File: config.mk
export PLATFORM = sky130hd
export DESIGN_NAME = pulse_event_detector
export DESIGN_NICKNAME = d
export VERILOG_FILES = /design/src/rtl/pulse_det_pkg.sv /design/src/rtl/pulse_event_slot.sv /design/src/rtl/pulse_event_detector.sv
export SDC_FILE = /design/constraint.sdc
export NUM_CORES = 1
export LEC_CHECK = 0
export CAP_MARGIN = 20
export CORE_MARGIN = 5
export CORE_UTILIZATION = 45
export CTS_BUF_LIST = sky130_fd_sc_hd__clkbuf_2
export CTS_CLUSTER_DIAMETER = 30
export DETAILED_ROUTE_END_ITERATION = 8
export GPL_TIMING_DRIVEN = 0
export MAX_ROUTING_LAYER = met4
export PLACE_DENSITY = 0.67
export SYNTH_ARGS = -nofsm -noshare
export SYNTH_HDL_FRONTEND = slang
export SYNTH_HIERARCHICAL = 1
export SYNTH_SLANG_ARGS = --single-unit
File: constraint.sdc
create_clock -name clk -period 7.7 [get_ports clk]
set_input_delay 1.54 -clock clk [delete_from_list [all_inputs] [get_ports clk]]
set_output_delay 1.54 -clock clk [all_outputs]
set_load 0.1 [all_outputs]
File: src/rtl/pulse_det_pkg.sv
// pulse_det_pkg: shared types and constants for the pulse event detector.
// Holds the FSM state enum, ev_flags bit indices and default widths.
package pulse_det_pkg;

   typedef enum logic [1:0] {
      ST_IDLE,
      ST_PULSE,
      ST_HOLDOFF
   } state_t;

   localparam int FLG_TRUNC  = 0;
   localparam int FLG_PILEUP = 1;
   localparam int FLG_SUMSAT = 2;

   localparam int DEF_DATA_W    = 14;
   localparam int DEF_TS_W      = 32;
   localparam int DEF_SUM_W     = 24;
   localparam int DEF_WID_W     = 12;
   localparam int DEF_MIN_WIDTH = 2;
   localparam int DEF_MAX_WIDTH = 1024;
   localparam int DEF_HOLDOFF   = 8;
   localparam int DROP_W        = 16;

endpackage

File: src/rtl/pulse_event_slot.sv
// pulse_event_slot: single-entry valid/ready holding register for pulse events.
// Ports: clk, rst (sync, high); i_emit + i_* new event; i_ready downstream
//        accept; o_valid + o_* held event; o_drop_cnt saturating lost-event count.
module pulse_event_slot
   import pulse_det_pkg::*;
#(
   parameter int DATA_W = DEF_DATA_W,
   parameter int TS_W   = DEF_TS_W,
   parameter int SUM_W  = DEF_SUM_W,
   parameter int WID_W  = DEF_WID_W
)(
   input  logic                     clk,
   input  logic                     rst,
   input  logic                     i_emit,
   input  logic signed [DATA_W-1:0] i_peak,
   input  logic [WID_W-1:0]         i_width,
   input  logic [SUM_W-1:0]         i_sum,
   input  logic [TS_W-1:0]          i_ts,
   input  logic [2:0]               i_flags,
   input  logic                     i_ready,
   output logic                     o_valid,
   output logic signed [DATA_W-1:0] o_peak,
   output logic [WID_W-1:0]         o_width,
   output logic [SUM_W-1:0]         o_sum,
   output logic [TS_W-1:0]          o_ts,
   output logic [2:0]               o_flags,
   output logic [DROP_W-1:0]        o_drop_cnt
);

   logic                     r_valid;
   logic signed [DATA_W-1:0] r_peak;
   logic [WID_W-1:0]         r_width;
   logic [SUM_W-1:0]         r_sum;
   logic [TS_W-1:0]          r_ts;
   logic [2:0]               r_flags;
   logic [DROP_W-1:0]        r_drop;

   logic w_xfer;
   logic w_load;
   logic w_drop;

   assign w_xfer = r_valid & i_ready;
   // A slot being emptied this cycle can take the new event.
   assign w_load = i_emit & (~r_valid | i_ready);
   assign w_drop = i_emit & r_valid & ~i_ready;

   always_ff @(posedge clk) begin
      if (rst) begin
         r_valid <= 1'b0;
         r_peak  <= '0;
         r_width <= '0;
         r_sum   <= '0;
         r_ts    <= '0;
         r_flags <= '0;
         r_drop  <= '0;
      end else begin
         if (w_load) begin
            r_valid <= 1'b1;
            r_peak  <= i_peak;
            r_width <= i_width;
            r_sum   <= i_sum;
            r_ts    <= i_ts;
            r_flags <= i_flags;
         end else if (w_xfer) begin
            r_valid <= 1'b0;
         end
         if (w_drop && (r_drop != '1)) begin
            r_drop <= r_drop + 1'b1;
         end
      end
   end

   assign o_valid    = r_valid;
   assign o_peak     = r_peak;
   assign o_width    = r_width;
   assign o_sum      = r_sum;
   assign o_ts       = r_ts;
   assign o_flags    = r_flags;
   assign o_drop_cnt = r_drop;

endmodule

File: src/rtl/pulse_event_detector.sv
// pulse_event_detector: hysteresis pulse finder producing peak/width/sum/ts events.
// Ports: clk, rst (sync, high); s_valid/s_data samples; thr_hi/thr_lo thresholds;
//        ev_valid/ev_ready + ev_peak/width/sum/ts/flags event; busy; drop_cnt.
// Build option: define PULSE_DET_PILEUP_EN to enable pile-up tracking (ev_flags[1]).
// MAX_WIDTH is expected to be at least 2 and below 2**WID_W.
module pulse_event_detector
   import pulse_det_pkg::*;
#(
   parameter int DATA_W    = DEF_DATA_W,
   parameter int TS_W      = DEF_TS_W,
   parameter int SUM_W     = DEF_SUM_W,
   parameter int WID_W     = DEF_WID_W,
   parameter int MIN_WIDTH = DEF_MIN_WIDTH,
   parameter int MAX_WIDTH = DEF_MAX_WIDTH,
   parameter int HOLDOFF   = DEF_HOLDOFF
)(
   input  logic                     clk,
   input  logic                     rst,
   input  logic                     s_valid,
   input  logic signed [DATA_W-1:0] s_data,
   input  logic signed [DATA_W-1:0] thr_hi,
   input  logic signed [DATA_W-1:0] thr_lo,
   output logic                     ev_valid,
   input  logic                     ev_ready,
   output logic signed [DATA_W-1:0] ev_peak,
   output logic [WID_W-1:0]         ev_width,
   output logic [SUM_W-1:0]         ev_sum,
   output logic [TS_W-1:0]          ev_ts,
   output logic [2:0]               ev_flags,
   output logic                     busy,
   output logic [DROP_W-1:0]        drop_cnt
);

   localparam int ACC_W  = SUM_W + 2;
   localparam int HOLD_W = (HOLDOFF > 1) ? $clog2(HOLDOFF) : 1;

   state_t                   r_state;
   logic [TS_W-1:0]          r_tscnt;
   logic [TS_W-1:0]          r_ts;
   logic [WID_W-1:0]         r_width;
   logic signed [DATA_W-1:0] r_peak;
   logic [SUM_W-1:0]         r_sum;
   logic                     r_sat;
   logic [HOLD_W-1:0]        r_hold;

   logic signed [DATA_W-1:0] w_lo_eff;
   logic                     w_above_hi;
   logic                     w_above_lo;
   logic [WID_W-1:0]         w_width_inc;
   logic                     w_trunc;
   logic                     w_end;
   logic signed [DATA_W-1:0] w_peak_nx;
   logic signed [ACC_W-1:0]  w_acc;
   logic                     w_acc_ovf;
   logic [SUM_W-1:0]         w_sum_nx;
   logic [SUM_W-1:0]         w_start_sum;
   logic                     w_pile_cur;
   logic                     w_pile_nx;

   logic                     w_emit;
   logic signed [DATA_W-1:0] w_ev_peak;
   logic [WID_W-1:0]         w_ev_width;
   logic [SUM_W-1:0]         w_ev_sum;
   logic [2:0]               w_ev_flags;

   assign w_lo_eff    = (thr_lo < thr_hi) ? thr_lo : thr_hi;
   assign w_above_hi  = s_data > thr_hi;
   assign w_above_lo  = s_data > w_lo_eff;
   assign w_width_inc = r_width + 1'b1;
   assign w_trunc     = w_width_inc == WID_W'(MAX_WIDTH);
   assign w_end       = ~w_above_lo | w_trunc;
   assign w_peak_nx   = (s_data > r_peak) ? s_data : r_peak;

   // Signed add with two guard bits: clamp at 0 below, at all-ones above.
   assign w_acc = $signed({2'b00, r_sum})
                + $signed({{(ACC_W-DATA_W){s_data[DATA_W-1]}}, s_data});
   assign w_acc_ovf = w_acc > $signed({2'b00, {SUM_W{1'b1}}});
   assign w_sum_nx  = w_acc[ACC_W-1] ? '0 :
                      w_acc_ovf      ? '1 : w_acc[SUM_W-1:0];
   assign w_start_sum = s_data[DATA_W-1] ? '0
                      : SUM_W'($unsigned(s_data));

`ifdef PULSE_DET_PILEUP_EN
   logic r_fell;
   logic r_pile;

   // A return above thr_hi after dipping below it marks overlapping pulses.
   always_ff @(posedge clk) begin
      if (rst) begin
         r_fell <= 1'b0;
         r_pile <= 1'b0;
      end else if (s_valid) begin
         if (r_state == ST_IDLE) begin
            r_fell <= 1'b0;
            r_pile <= 1'b0;
         end else if (r_state == ST_PULSE && w_above_lo) begin
            if (!w_above_hi) r_fell <= 1'b1;
            r_pile <= w_pile_nx;
         end
      end
   end

   assign w_pile_cur = r_pile;
   assign w_pile_nx  = r_pile | (r_fell & w_above_hi);
`else
   assign w_pile_cur = 1'b0;
   assign w_pile_nx  = 1'b0;
`endif

   // Event contents for the sample that ends the pulse.
   always_comb begin
      w_emit     = 1'b0;
      w_ev_peak  = r_peak;
      w_ev_width = r_width;
      w_ev_sum   = r_sum;
      w_ev_flags = '0;
      w_ev_flags[FLG_PILEUP] = w_pile_cur;
      w_ev_flags[FLG_SUMSAT] = r_sat;
      if (s_valid && r_state == ST_PULSE) begin
         if (!w_above_lo) begin
            w_emit = r_width >= WID_W'(MIN_WIDTH);
         end else if (w_trunc) begin
            w_emit     = 1'b1;
            w_ev_peak  = w_peak_nx;
            w_ev_width = w_width_inc;
            w_ev_sum   = w_sum_nx;
            w_ev_flags[FLG_TRUNC]  = 1'b1;
            w_ev_flags[FLG_PILEUP] = w_pile_nx;
            w_ev_flags[FLG_SUMSAT] = r_sat | w_acc_ovf;
         end
      end
   end

   always_ff @(posedge clk) begin
      if (rst) begin
         r_state <= ST_IDLE;
         r_tscnt <= '0;
         r_ts    <= '0;
         r_width <= '0;
         r_peak  <= '0;
         r_sum   <= '0;
         r_sat   <= 1'b0;
         r_hold  <= '0;
      end else begin
         r_tscnt <= r_tscnt + 1'b1;
         if (s_valid) begin
            unique case (r_state)
               ST_IDLE: begin
                  if (w_above_hi) begin
                     r_state <= ST_PULSE;
                     r_width <= WID_W'(1);
                     r_peak  <= s_data;
                     r_sum   <= w_start_sum;
                     r_ts    <= r_tscnt;
                     r_sat   <= 1'b0;
                  end
               end
               ST_PULSE: begin
                  if (w_end) begin
                     r_state <= (HOLDOFF == 0) ? ST_IDLE : ST_HOLDOFF;
                     r_hold  <= '0;
                  end else begin
                     r_width <= w_width_inc;
                     r_peak  <= w_peak_nx;
                     r_sum   <= w_sum_nx;
                     r_sat   <= r_sat | w_acc_ovf;
                  end
               end
               ST_HOLDOFF: begin
                  if (r_hold == HOLD_W'(HOLDOFF - 1)) begin
                     r_state <= ST_IDLE;
                  end else begin
                     r_hold <= r_hold + 1'b1;
                  end
               end
               default: r_state <= ST_IDLE;
            endcase
         end
      end
   end

   assign busy = r_state != ST_IDLE;

   pulse_event_slot #(
      .DATA_W (DATA_W),
      .TS_W   (TS_W),
      .SUM_W  (SUM_W),
      .WID_W  (WID_W)
   ) u_slot (
      .clk        (clk),
      .rst        (rst),
      .i_emit     (w_emit),
      .i_peak     (w_ev_peak),
      .i_width    (w_ev_width),
      .i_sum      (w_ev_sum),
      .i_ts       (r_ts),
      .i_flags    (w_ev_flags),
      .i_ready    (ev_ready),
      .o_valid    (ev_valid),
      .o_peak     (ev_peak),
      .o_width    (ev_width),
      .o_sum      (ev_sum),
      .o_ts       (ev_ts),
      .o_flags    (ev_flags),
      .o_drop_cnt (drop_cnt)
   );

endmodule
Word level (Yosys, flattened, before mapping). Cells that the tools add are included.

Reduce and logical (&&, ||, !) cells: 11. Div/mod/pow operators: 0. Shifts and indexed selects: 0. Order comparisons: 6. $add $sub $neg: 5. Multipliers: 0. Equality and inequality tests: 10. Multiplexer cells: 41. Bitwise logic cells: 10.

Operators by type and width (number): $mux 24 (7); $mux 14 (7); $mux 12 (5); $pmux 24 s2 (1); $gt 14x14->1 (3); $add 32x1->32 const B (1); $pmux 14 s2 (1); $add 25x14->26 (1); $gt 26x25->1 const B (1); $pmux 12 s2 (1); $add 16x1->16 const B (1); $ne 16x16->1 const B (1); $mux 3 (5); $lt 14x14->1 (1); $mux 13 (1); $add 12x1->12 const B (1); $eq 12x11->1 const B (1); $ge 12x2->1 const B (1); $reduce_and 4->1 (3); $ne 2x2->1 const B (5); $reduce_bool 2->1 (4); $mux 1 (7); $mux 2 (3); $pmux 2 s3 (1); other kinds (12) (20).

Memory bits (read-only): 0. Memories: 0. Output and inout port bits: 103. Bits of input ports: 46. Bits in latches: 0. Memory bits (writable): 0. Word-level logic and storage cells: 98. Bits in registers: 222.

Logic depth before layout (Yosys ltp). Gate-level depths: netlist of the first run.

Word-level depth: 8. Depth in mapped cells: 23. Depth with buffers taken out: 20.

By module. Netlist of the first run, hierarchy kept.

By module, submodules not included: pulse_event_detector (sequential area each 2402.3 um2, times used 1, area an instance 8598.2 um2, cells an instance 1070); pulse_event_slot (sequential area each 2042.0 um2, times used 1, area an instance 3771.1 um2, cells an instance 469).

Worst setup path before layout of the first run. Ideal clock, no wire load.

Path kind: input to register. Start point: input port thr_hi[1]. End point: register u_slot.r_drop[14] (netlist: u_slot/o_drop_cnt[14]). Path buffers: 1. Slack: 1.497 ns. Setup time: 0.123 ns. Data required time: 7.577 ns. Data arrival time: 6.079 ns. Stages: 21. Path through: inv_1 > ha_1 > a21o_1 > a21o_1 > a211oi_1 > o21ai_0 > a221oi_1 > a31o_2 > buf_2 > mux2i_1 > ha_1 > a21o_1 > a2111oi_0 > o2111ai_1 > nand2b_1 > o21ai_0 > a21oi_1 > and3b_2 > nand4_1 > nor4b_1 > mux2_1.

Cells in the longest elaborated chain, start to end: 8.

Ends and longest elaborated chain: start, declared (RTL line pulse_event_detector.sv:21) `input logic signed [DATA_W-1:0] thr_hi,`; $lt 14x14->1 (RTL line pulse_event_detector.sv:66) `assign w_lo_eff = (thr_lo < thr_hi) ? thr_lo : thr_hi;`; $mux 14 (*) (RTL line pulse_event_detector.sv:66); $gt 14x14->1 (*) (RTL line pulse_event_detector.sv:68) `assign w_above_lo = s_data > w_lo_eff;`; $mux 1 (*) (RTL line pulse_event_detector.sv:120) `if (!w_above_lo) begin`; $mux 1 (*) (RTL line pulse_event_detector.sv:119) `if (s_valid && r_state == ST_PULSE) begin`; via w_emit (RTL line pulse_event_detector.sv:60) `logic w_emit;`; $and 1x1->1 (*) (2 in series) (RTL line pulse_event_slot.sv:45) `assign w_drop = i_emit & r_valid & ~i_ready;`; $logic_and 1x1->1 (*) (RTL line pulse_event_slot.sv:67) `if (w_drop && (r_drop != '1)) begin`; end signal, assigned (RTL line pulse_event_slot.sv:68) `r_drop <= r_drop + 1'b1;`; end, declared (RTL line pulse_event_slot.sv:36) `logic [DROP_W-1:0] r_drop;`.

Mark *: on every way through the listed nets, which the timed path passes. The rest lies on a longest branch. A chain may end at the register's enable or synchronous reset.

Worst setup path after layout of the first run.
Start point: input port thr_hi[1]. End point: register u_slot.r_ts[26] (netlist: u_slot/o_ts[26]).

Cells in the longest elaborated chain, start to end: 6.

Ends and longest elaborated chain: $lt 14x14->1 (RTL line pulse_event_detector.sv:66); $mux 14 (*) (RTL line pulse_event_detector.sv:66); $gt 14x14->1 (*) (RTL line pulse_event_detector.sv:68); $mux 1 (*) (RTL line pulse_event_detector.sv:120); $mux 1 (*) (RTL line pulse_event_detector.sv:119); via w_emit (RTL line pulse_event_detector.sv:60); $and 1x1->1 (*) (RTL line pulse_event_slot.sv:44) `assign w_load = i_emit & (~r_valid | i_ready);`; end signal, assigned (RTL line pulse_event_slot.sv:62) `r_ts <= i_ts;`; end, declared (RTL line pulse_event_slot.sv:34) `logic [TS_W-1:0] r_ts;`.

Marks and branches as above.

==> results.cfg, run 1 <==
[status]
outcome = finished clean

[synthesis]
synth_edf_count = 0
synth_top_area_frac = 0.359
yosys_most_used_dff = dfxtp_1
avgSynthCellArea_um2 = 8.04
synth_area_leaders = dfxtp_1 (36%), ha_1 (8.8%), nand2_1 (8.3%), a21oi_1 (6.4%), mux2i_1 (5.1%)
synth_area_leader_cell = dfxtp_1
syn_area_um2 = 12400
netlist_instances = 1539
synthArstFlopShare = 0
ys_types = 83
ys_ff_latch = 222
synthesis.nets = 1673
yosys_warnings = 6
ys_seq_area_frac = 0.359

[cts]
cts_tree = built
htreeDepth = 2
clock_latency_ps = 900
numCtsBuffers = 61
clk_path_buf_depth = 3
clkSinkCount = 222
ctsHoldBuffers = 0
root_buffer = clkbuf_2
clkSlewWorstSetupHoldPaths_ps = 100

[setup_path]
start_kind = primary input
path_common_cell = a21o_1
slowest_delay_ps = 640
required_ps = 8520
path_max_fanout = 10
critPathKind = primary input to register
crit_start = thr_hi[1]
r2r-start = r_width[1]$_SDFFE_PP0P_
endpoint_kind = register
path_cells = clkdlybuf4s50_1 -> inv_1 -> ha_1 -> a21o_1 -> a21o_1 -> a211oi_1 -> o21ai_0 -> a221oi_1 -> a31o_2 -> buf_2 -> mux2i_1 -> ha_1 -> a21o_1 -> a2111oi_1 -> o2111ai_1 -> nand2b_1 -> o21ai_0 -> a21oi_1 -> and2_1 -> clkbuf_1 -> buf_2 -> buf_1 -> nand2_1 -> a21oi_1
crit_slowest_cell = a2111oi_1
cp.arrival_ps = 8050

[floorplanning]
initial_core_util = 0.458
core_area_um2 = 27000
rows = 60
die_w_um = 176
die-area_um2 = 30900
die_height_um = 176
ioPinCount = 149

[grt]
grt_antenna_before_repair = 1
grt_start_max_net_pins = 21
grt_pass1_wl_um = 56700
grt.total_usage = 0.228
grt_pass1_vias = 11200
overflow = 0

[final_layout]
syn_to_final_growth_pct = 19.8
fin_nets = 1884
drive_gt1_frac = 0.0942
stdcell_count = 2136
fin_area_um2 = 14800

[min_path]
min_from = r_ts[1]$_SDFFE_PP0P_
worst_hold_path_type = register to register

[power]
vdd_drop_max_mv = 0.0976
p_leak_nw = 6.05
totalPowerFinal_mw = 2.52
powerDensity_nw_per_um2 = 170

[sta]
rsz0062_at_grt = false
setup_ws_ps = 466
period_minus_slack_ps = 7230
finalSetupViolCount = 0
hold_slack_ps = 430
slew_headroom = 0.296
clock.fmax_ghz = 0.138
drv_slew = 0
skew_ps = 60.2
hold_viol = 0
max_slew.worst_pin.slew_ps = 1050
period_share = 0.939

[placed_design]
gp_congestion = 0.948
placed_area_um2 = 14300
io_buffer_count = 148
dp_hpwl_um = 27000
dpl_worst_slack_ps = -652
placedCellCount = 2028

[route]
num_vias = 11700
totalWireLength_um = 35500
wl_per_cell_um = 16.6
drt_iter0_drc = 713
ant_nets = 0
drcViolationCount = 0
viasPerCell = 5.46
drt_pass1_iterations = 5

[job]
cap_violations = 0
[through the flow]
stage | utilization | setup TNS, ps
2_1_floorplan | - | 0
3_3_place_gp | 0.528 | -21310
3_5_place_dp | 0.528 | -32890
4_1_cts | 0.548 | 0
5_1_grt | 0.549 | 0
6_report | 0.549 | 0
[routing by layer]
| metal | vias up | wire, um | part of all wire | GRT usage |
|---|---|---|---|---|
| met4 | 0 | 986 | 0.028 | 0.0754 |
| met2 | 274 | 16400 | 0.46 | 0.364 |
| met3 | 69 | 1660 | 0.047 | 0.0424 |
| met5 | - | 0 | 0 | - |
| met1 | 5465 | 16500 | 0.46 | 0.294 |
| li1 | 5858 | - | - | - |
[worst max-delay path, delay by kind of cell]
kind	cells	cell delay (ps)
mux	1	270
buf+inv	6	1780
compound gates	12	3290
fa+ha+maj	2	580
simple gates	3	570
[sequential cells by signal, indices dropped and copies added (netlist names)]
name               flops
u_slot/o_peak         14
r_state                2
u_slot/o_ts           32
u_slot/o_width        12
u_slot/o_drop_cnt     16
r_tscnt               32
r_hold                 3
u_slot/o_sum          24
r_width               12
r_ts                  32
r_sum                 24
u_slot/o_flags         3
r_sat                  1
u_slot/o_valid         1
r_peak                14
[logic make-up after synthesis]
family,share of synthesized area
simple gates,0.224
compound gates,0.178
flops,0.359
buf+inv,0.0449
fa+ha+maj,0.0896
mux,0.0677
xor+xnor,0.0361
other cells,0.000303
[area by class of cell]
class / count / area [um^2]
Tap cell: 341 / 427
Clock inverter: 23 / 121
Multi-Input combinational cell: 1186 / 7370
Fill cell: 2638 / 12200
Sequential cell: 222 / 4440
Inverter: 50 / 188
Buffer: 81 / 369
Antenna cell: 1 / 2.50
Timing Repair Buffer: 148 / 1480
Clock buffer: 84 / 420
[cell usage after synthesis, types with 14 or more instances]
master / count
a21oi_1: 157
and2_1: 17
and3_1: 23
xor2_1: 30
a21o_1: 20
clkbuf_1: 45
mux2i_1: 63
nand4_1: 19
nand2_1: 274
nand2b_1: 16
o21ai_0: 68
nand3_1: 37
dfxtp_1: 222
ha_1: 87
buf_2: 23
inv_1: 50
xnor2_1: 21
mux2_2: 14
nor2_1: 143
[repair_timing]
item,in CTS,in global routing
resized for setup,0,2
setup endpoints to repair,0,16
buffers inserted,0,0
[cells in the final DEF (no fill, tap or decap), types with 9 or more instances in the layout]
master | synthesis | layout
xnor2_1 | 21 | 21
nor2_1 | 143 | 143
a211oi_1 | 10 | 10
buf_2 | 23 | 23
dfxtp_1 | 222 | 222
mux2_2 | 14 | 14
clkbuf_1 | 45 | 45
clkbuf_2 | 0 | 85
clkdlybuf4s50_1 | 0 | 148
nand4_1 | 19 | 19
o21ai_1 | 11 | 11
a311oi_1 | 9 | 9
ha_1 | 87 | 87
nand3_1 | 37 | 37
inv_1 | 50 | 50
o21ai_0 | 68 | 68
a21o_1 | 20 | 20
nand2b_1 | 16 | 16
mux2i_1 | 63 | 63
nor3_1 | 11 | 11
clkinv_1 | 0 | 12
and2_1 | 17 | 17
nand2_1 | 274 | 274
a21oi_1 | 157 | 157
and3_1 | 23 | 23
nor2b_1 | 10 | 10
or3_1 | 10 | 10
xor2_1 | 30 | 30
[power breakdown]
group          internal, mW  switching, mW  leakage [nW]  total [mW]
combinational         0.195          0.311          3.84       0.505
sequential             1.17         0.0214          1.79        1.19
clock                 0.309          0.510         0.416       0.820
[final timing paths]
check	endpoint	depth (start not counted)	slack [ps]
worst min-delay path	u_slot/o_ts[1]$_SDFFE_PP0P_	2	430
worst max register to register	u_slot/o_ts[26]$_SDFFE_PP0P_	13	3940
worst max-delay path	u_slot/o_ts[26]$_SDFFE_PP0P_	24	470
worst min register to register	u_slot/o_ts[1]$_SDFFE_PP0P_	2	430
(Power assumes the default switching activity.)
==> run 2, diff against run 1 <==
--- a/config.mk
+++ b/config.mk
@@ -11,9 +11,9 @@
 export CTS_BUF_LIST = sky130_fd_sc_hd__clkbuf_2
 export CTS_CLUSTER_DIAMETER = 30
 export DETAILED_ROUTE_END_ITERATION = 8
-export GPL_TIMING_DRIVEN = 0
 export MAX_ROUTING_LAYER = met4
 export PLACE_DENSITY = 0.67
+export SKIP_LAST_GASP = 1
 export SYNTH_ARGS = -nofsm -noshare
 export SYNTH_HDL_FRONTEND = slang
 export SYNTH_HIERARCHICAL = 1
==> results.cfg, run 2 (synthesis results as in run 1) <==
[grt]
grt_start_max_net_pins = 111
grt_pass1_wl_um = 54000
overflow = 0
grt_antenna_before_repair = 2
grt.total_usage = 0.215
grt_pass1_vias = 10900

[sta]
hold_viol = 0
period_minus_slack_ps = 6300
drv_slew = 0
skew_ps = 54.7
max_slew.worst_pin.slew_ps = 1070
rsz0062_at_grt = false
period_share = 0.818
finalSetupViolCount = 0
clock.fmax_ghz = 0.159
setup_tns_ps = 0
slew_headroom = 0.283
setup_ws_ps = 1400

[route]
drt_iter0_drc = 694
drt_pass1_iterations = 7
viasPerCell = 5.46
totalWireLength_um = 32900
wl_per_cell_um = 15.9
ant_nets = 0
num_vias = 11300
drcViolationCount = 0

[setup_path]
endpoint_kind = register
crit_path_end = u_slot/o_drop_cnt[9]$_SDFFE_PP0P_
reg2regPathDepth = 13
start_kind = primary input
critPathKind = primary input to register
required_ps = 8450
regToRegEndpoint = u_slot/o_sum[3]$_SDFFE_PP0P_
r2r-start = r_sum[0]$_SDFFE_PP0P_
crit_start = thr_hi[1]
path_max_fanout = 14
reg2reg_slack_ps = 3890
cp.arrival_ps = 7050

[final_layout]
ff_latch_area_um2 = 4440
syn_to_final_growth_pct = 18.4
final_core_util = 0.542
fill_cells = 2612
fin_nets = 1821
drive_gt1_frac = 0.0924
final_common_cell = nand2_1
multi_input_area_um2 = 7380
final_cell_mix = nand2_1 (273), dfxtp_1 (222), a21oi_1 (157)

[floorplanning]
die_height_um = 176
core_area_um2 = 27000
die_w_um = 176
rows = 60
ioPinCount = 149
die-area_um2 = 30900
initial_core_util = 0.458

[cts]
numCtsBuffers = 66
clk_path_buf_depth = 3
ctsHoldBuffers = 0
cts_resized = 0
clkSinkCount = 222
cts_tree = built
htreeDepth = 3
clkSlewWorstSetupHoldPaths_ps = 90
postCtsSetupRepairBufs = 0
root_buffer = clkbuf_2
clock_latency_ps = 860

[job]
cap_violations = 0

[placed_design]
gp_congestion = 0.902
dpl_worst_slack_ps = 601
dp_hpwl_um = 23100
io_buffer_count = 148

[status]
outcome = finished clean

[power]
powerDensity_nw_per_um2 = 173
vdd_drop_max_mv = 0.106
p_leak_nw = 5.94

[min_path]
worst_hold_path_type = register to register
[run 2: changes by cell type in the layout (fill, tap and decap cells not counted), sizes merged, moves of 2 or more]
| cell | previous run | this run |
|---|---|---|
| clkinvlp | 0 | 2 |
| diode | 1 | 3 |
| clkinv | 21 | 24 |
| buf | 35 | 14 |
| inv | 52 | 55 |
| clkbuf | 130 | 82 |
[run 2: area by class of cell]
cell class	count	area share
Antenna cell	3	0.000513
Sequential cell	222	0.304
Inverter	50	0.0128
Clock inverter	31	0.0108
Multi-Input combinational cell	1186	0.504
Timing Repair Buffer	161	0.111
Tap cell	341	0.0291
Clock buffer	82	0.0280
[run 2: where the power goes]
| group | internal (mW) | switching, mW | total, mW |
|---|---|---|---|
| Clock | 0.310 | 0.536 | 0.847 |
| Sequential | 1.17 | 0.0206 | 1.19 |
| Combinational | 0.192 | 0.296 | 0.489 |
[run 2: critical path, stage by stage]
cell and delay, ps:
clkdlybuf4s50_1 470, inv_1 60, ha_1 290, a21o_1 160, a21o_1 180, a211oi_1 210
o21ai_0 130, a221oi_1 380, a31o_2 290, mux2i_1 210, ha_1 260, a21o_1 180
a2111oi_0 550, o2111ai_1 260, nand2b_1 230, o21ai_0 160, a21oi_1 150, buf_4 160
and3b_2 210, o41ai_2 140, buf_4 220, or4_1 470, a21oi_1 140
[run 2: worst min-delay path by stage]
stage | from | to | cells past startpoint
final | r_ts[19]$_SDFFE_PP0P_ | u_slot/o_ts[19]$_SDFFE_PP0P_ | 2
after global routing | r_ts[19]$_SDFFE_PP0P_ | u_slot/o_ts[19]$_SDFFE_PP0P_ | 2
after CTS | r_ts[19]$_SDFFE_PP0P_ | u_slot/o_ts[19]$_SDFFE_PP0P_ | 2
after detailed placement | r_ts[16]$_SDFFE_PP0P_ | u_slot/o_ts[16]$_SDFFE_PP0P_ | 2
after global placement | r_ts[11]$_SDFFE_PP0P_ | u_slot/o_ts[11]$_SDFFE_PP0P_ | 2
after floorplan | r_ts[31]$_SDFFE_PP0P_ | u_slot/o_ts[31]$_SDFFE_PP0P_ | 2
[run 2: layer usage]
metal / wire [um] / track usage
met1: 15100 / 0.272
met2: 15400 / 0.346
met3: 1940 / 0.0517
met4: 511 / 0.0572
met5: 0 / -
[run 2: through the flow]
| step | hold slack [ps] | total power [mW] | area, um^2 | instances |
|---|---|---|---|---|
| after floorplan | 432 | 1.57 | 12400 | 1539 |
| after global placement | 441 | 1.69 | 14000 | 1959 |
| final | 427 | 2.53 | 14600 | 2076 |
| after global routing | 427 | 2.70 | 14600 | 2075 |
| after detailed placement | 444 | 1.70 | 14000 | 1959 |
| after CTS | 408 | 2.56 | 14600 | 2072 |
==> run 3, diff against run 2 <==
==> constraint.sdc (replaced) <==
create_clock -name clk -period 6.12 [get_ports clk]
set_input_delay 1.224 -clock clk [delete_from_list [all_inputs] [get_ports clk]]
set_output_delay 1.224 -clock clk [all_outputs]
set_load 0.1 [all_outputs]
==> results.cfg, run 3 (synthesis results as in run 1) <==
[sta]
finalSetupViolCount = 0
max_slew.worst_pin.slew_ps = 1070
hold_viol = 0
slew_headroom = 0.282
period_minus_slack_ps = 5860
setup_ws_ps = 263
rsz0062_at_grt = false
drv_slew = 0
period_share = 0.957
skew_ps = 85.1
clock.fmax_ghz = 0.171

[route]
wl_per_cell_um = 15.8
wl_met3_um = 1770
highest_layer = met4
drt_iter0_drc = 626
met1Wirelength_um = 15100
drt_pass1_iterations = 5
drcViolationCount = 0
ant_nets = 0
num_vias = 11500
totalWireLength_um = 33300
viasPerCell = 5.44
met2_length_um = 15500

[power]
switching_share = 0.331
combPwrFrac = 0.201
p_leak_nw = 6.13
p_int_mw = 2.13
p_switching_mw = 1.06
power.share.sequential = 0.470
powerDensity_nw_per_um2 = 213
pwr-share-clk = 0.330
totalPowerFinal_mw = 3.19
vdd_drop_max_mv = 0.116

[final_layout]
multi_input_area_um2 = 7390
fill_cells = 2600
syn_to_final_growth_pct = 20.8
drive_gt1_frac = 0.115
ff_latch_area_um2 = 4440
final_core_util = 0.553
fin_nets = 1862
stdcell_count = 2114
final_common_cell = nand2_1
final_cell_mix = nand2_1 (273), dfxtp_1 (222), a21oi_1 (157)

[cts]
cts_tree = built
clock_latency_ps = 840
clk_path_buf_depth = 3
numCtsBuffers = 66
root_buffer = clkbuf_2
clkSinkCount = 222
clkSlewWorstSetupHoldPaths_ps = 100
htreeDepth = 3

[min_path]
worst_hold_path_type = register to register

[placed_design]
dpl_worst_slack_ps = -493
gp_congestion = 0.933
placedCellCount = 2000
dp_hpwl_um = 24200
io_buffer_count = 148

[setup_path]
cp.arrival_ps = 6550
path_max_fanout = 12
path_common_cell = a21o_1
endpoint_kind = register
critical_path_depth = 24
path_cells = clkdlybuf4s50_1 -> inv_1 -> ha_1 -> a21o_1 -> a21o_1 -> a211oi_1 -> o21ai_0 -> a221oi_2 -> a31o_2 -> mux2i_1 -> ha_1 -> a21o_1 -> a2111oi_1 -> buf_4 -> o2111ai_1 -> nand2b_1 -> o21ai_0 -> a21oi_1 -> buf_4 -> and3b_2 -> o41ai_2 -> clkbuf_4 -> or4_1 -> a21oi_1
crit_start = thr_hi[1]
reg2reg_slack_ps = 2370
cpLargestDelayFamily = compound AO/OA/AOI/OAI gates
reg2regPathDepth = 13
cp_num_buf_inv = 5
required_ps = 6810
slowest_delay_ps = 480
start_kind = primary input
crit_slowest_cell = clkdlybuf4s50_1
regToRegEndpoint = u_slot/o_drop_cnt[13]$_SDFFE_PP0P_
r2r-start = r_width[1]$_SDFFE_PP0P_
crit_path_end = u_slot/o_drop_cnt[13]$_SDFFE_PP0P_
critPathKind = primary input to register

[floorplanning]
core_area_um2 = 27000
die-area_um2 = 30900
initial_core_util = 0.458
die_height_um = 176
ioPinCount = 149
die_w_um = 176
rows = 60

[grt]
grt_start_max_net_pins = 112
grt_antenna_before_repair = 2
grt_pass1_wl_um = 53600
overflow = 0
grt_pass1_vias = 10900
grt.total_usage = 0.212

[job]
cap_violations = 0

[status]
outcome = finished clean
[run 3: changes by cell type in the layout (fill, tap and decap cells not counted), sizes merged]
| cell | before | now |
|---|---|---|
| buf | 14 | 54 |
| inv | 55 | 54 |
| clkinv | 24 | 19 |
| clkbuf | 82 | 87 |
| diode | 3 | 2 |
[run 3: worst min-delay path by stage]
stage                                            endpoint                       startpoint  slack, ps  cells past startpoint
after detailed placement     u_slot/o_ts[28]$_SDFFE_PP0P_            r_ts[28]$_SDFFE_PP0P_        440                      2
after CTS                     u_slot/o_ts[6]$_SDFFE_PP0P_             r_ts[6]$_SDFFE_PP0P_        410                      2
after global placement    u_slot/o_width[10]$_SDFFE_PP0P_  u_slot/o_width[10]$_SDFFE_PP0P_        440                      2
after global routing          u_slot/o_ts[6]$_SDFFE_PP0P_             r_ts[6]$_SDFFE_PP0P_        420                      2
after floorplan              u_slot/o_ts[31]$_SDFFE_PP0P_            r_ts[31]$_SDFFE_PP0P_        430                      2
final                         u_slot/o_ts[6]$_SDFFE_PP0P_             r_ts[6]$_SDFFE_PP0P_        410                      2
[run 3: routing by layer]
metal,up-vias,GRT usage
met2,276,0.336
met4,0,0.0747
met5,-,-
met3,72,0.0510
li1,5785,-
met1,5375,0.266
[run 3: power by group through the flow]
stage	sequential, mW	combinational (mW)	clock (mW)
2_1_floorplan	1.54	0.432	0
6_report	1.50	0.640	1.05
5_1_grt	1.50	0.704	1.19
4_1_cts	1.50	0.634	1.10
3_5_place_dp	1.53	0.630	0
3_3_place_gp	1.53	0.621	0
[run 3: tightest hold or removal path, cell delays in order (launching register included)]
cell and delay, ps:
dfxtp_1 320, nand2_1 50, a21oi_1 50
[run 3: layout make-up]
cell class | count | share of cell area
Antenna cell | 2 | 0.000335
Clock buffer | 86 | 0.0288
Clock inverter | 25 | 0.00879
Inverter | 50 | 0.0126
Multi-Input combinational cell | 1186 | 0.495
Sequential cell | 222 | 0.297
Tap cell | 341 | 0.0286
Timing Repair Buffer | 202 | 0.129
[run 3: through the flow]
step	TNS [ps]	area, um^2	hold slack (ps)
2_1_floorplan	0	12400	432
3_3_place_gp	-4650	14400	442
3_5_place_dp	-12600	14400	443
4_1_cts	0	14900	414
5_1_grt	0	14900	422
6_report	0	14900	409
[run 3: repair_timing]
action,4_1_cts,5_1_grt
buffers inserted,0,0
endpoints found under the setup margin,0,2
gates resized for setup,0,2
hold endpoints to repair,0,0
hold buffers,0,0
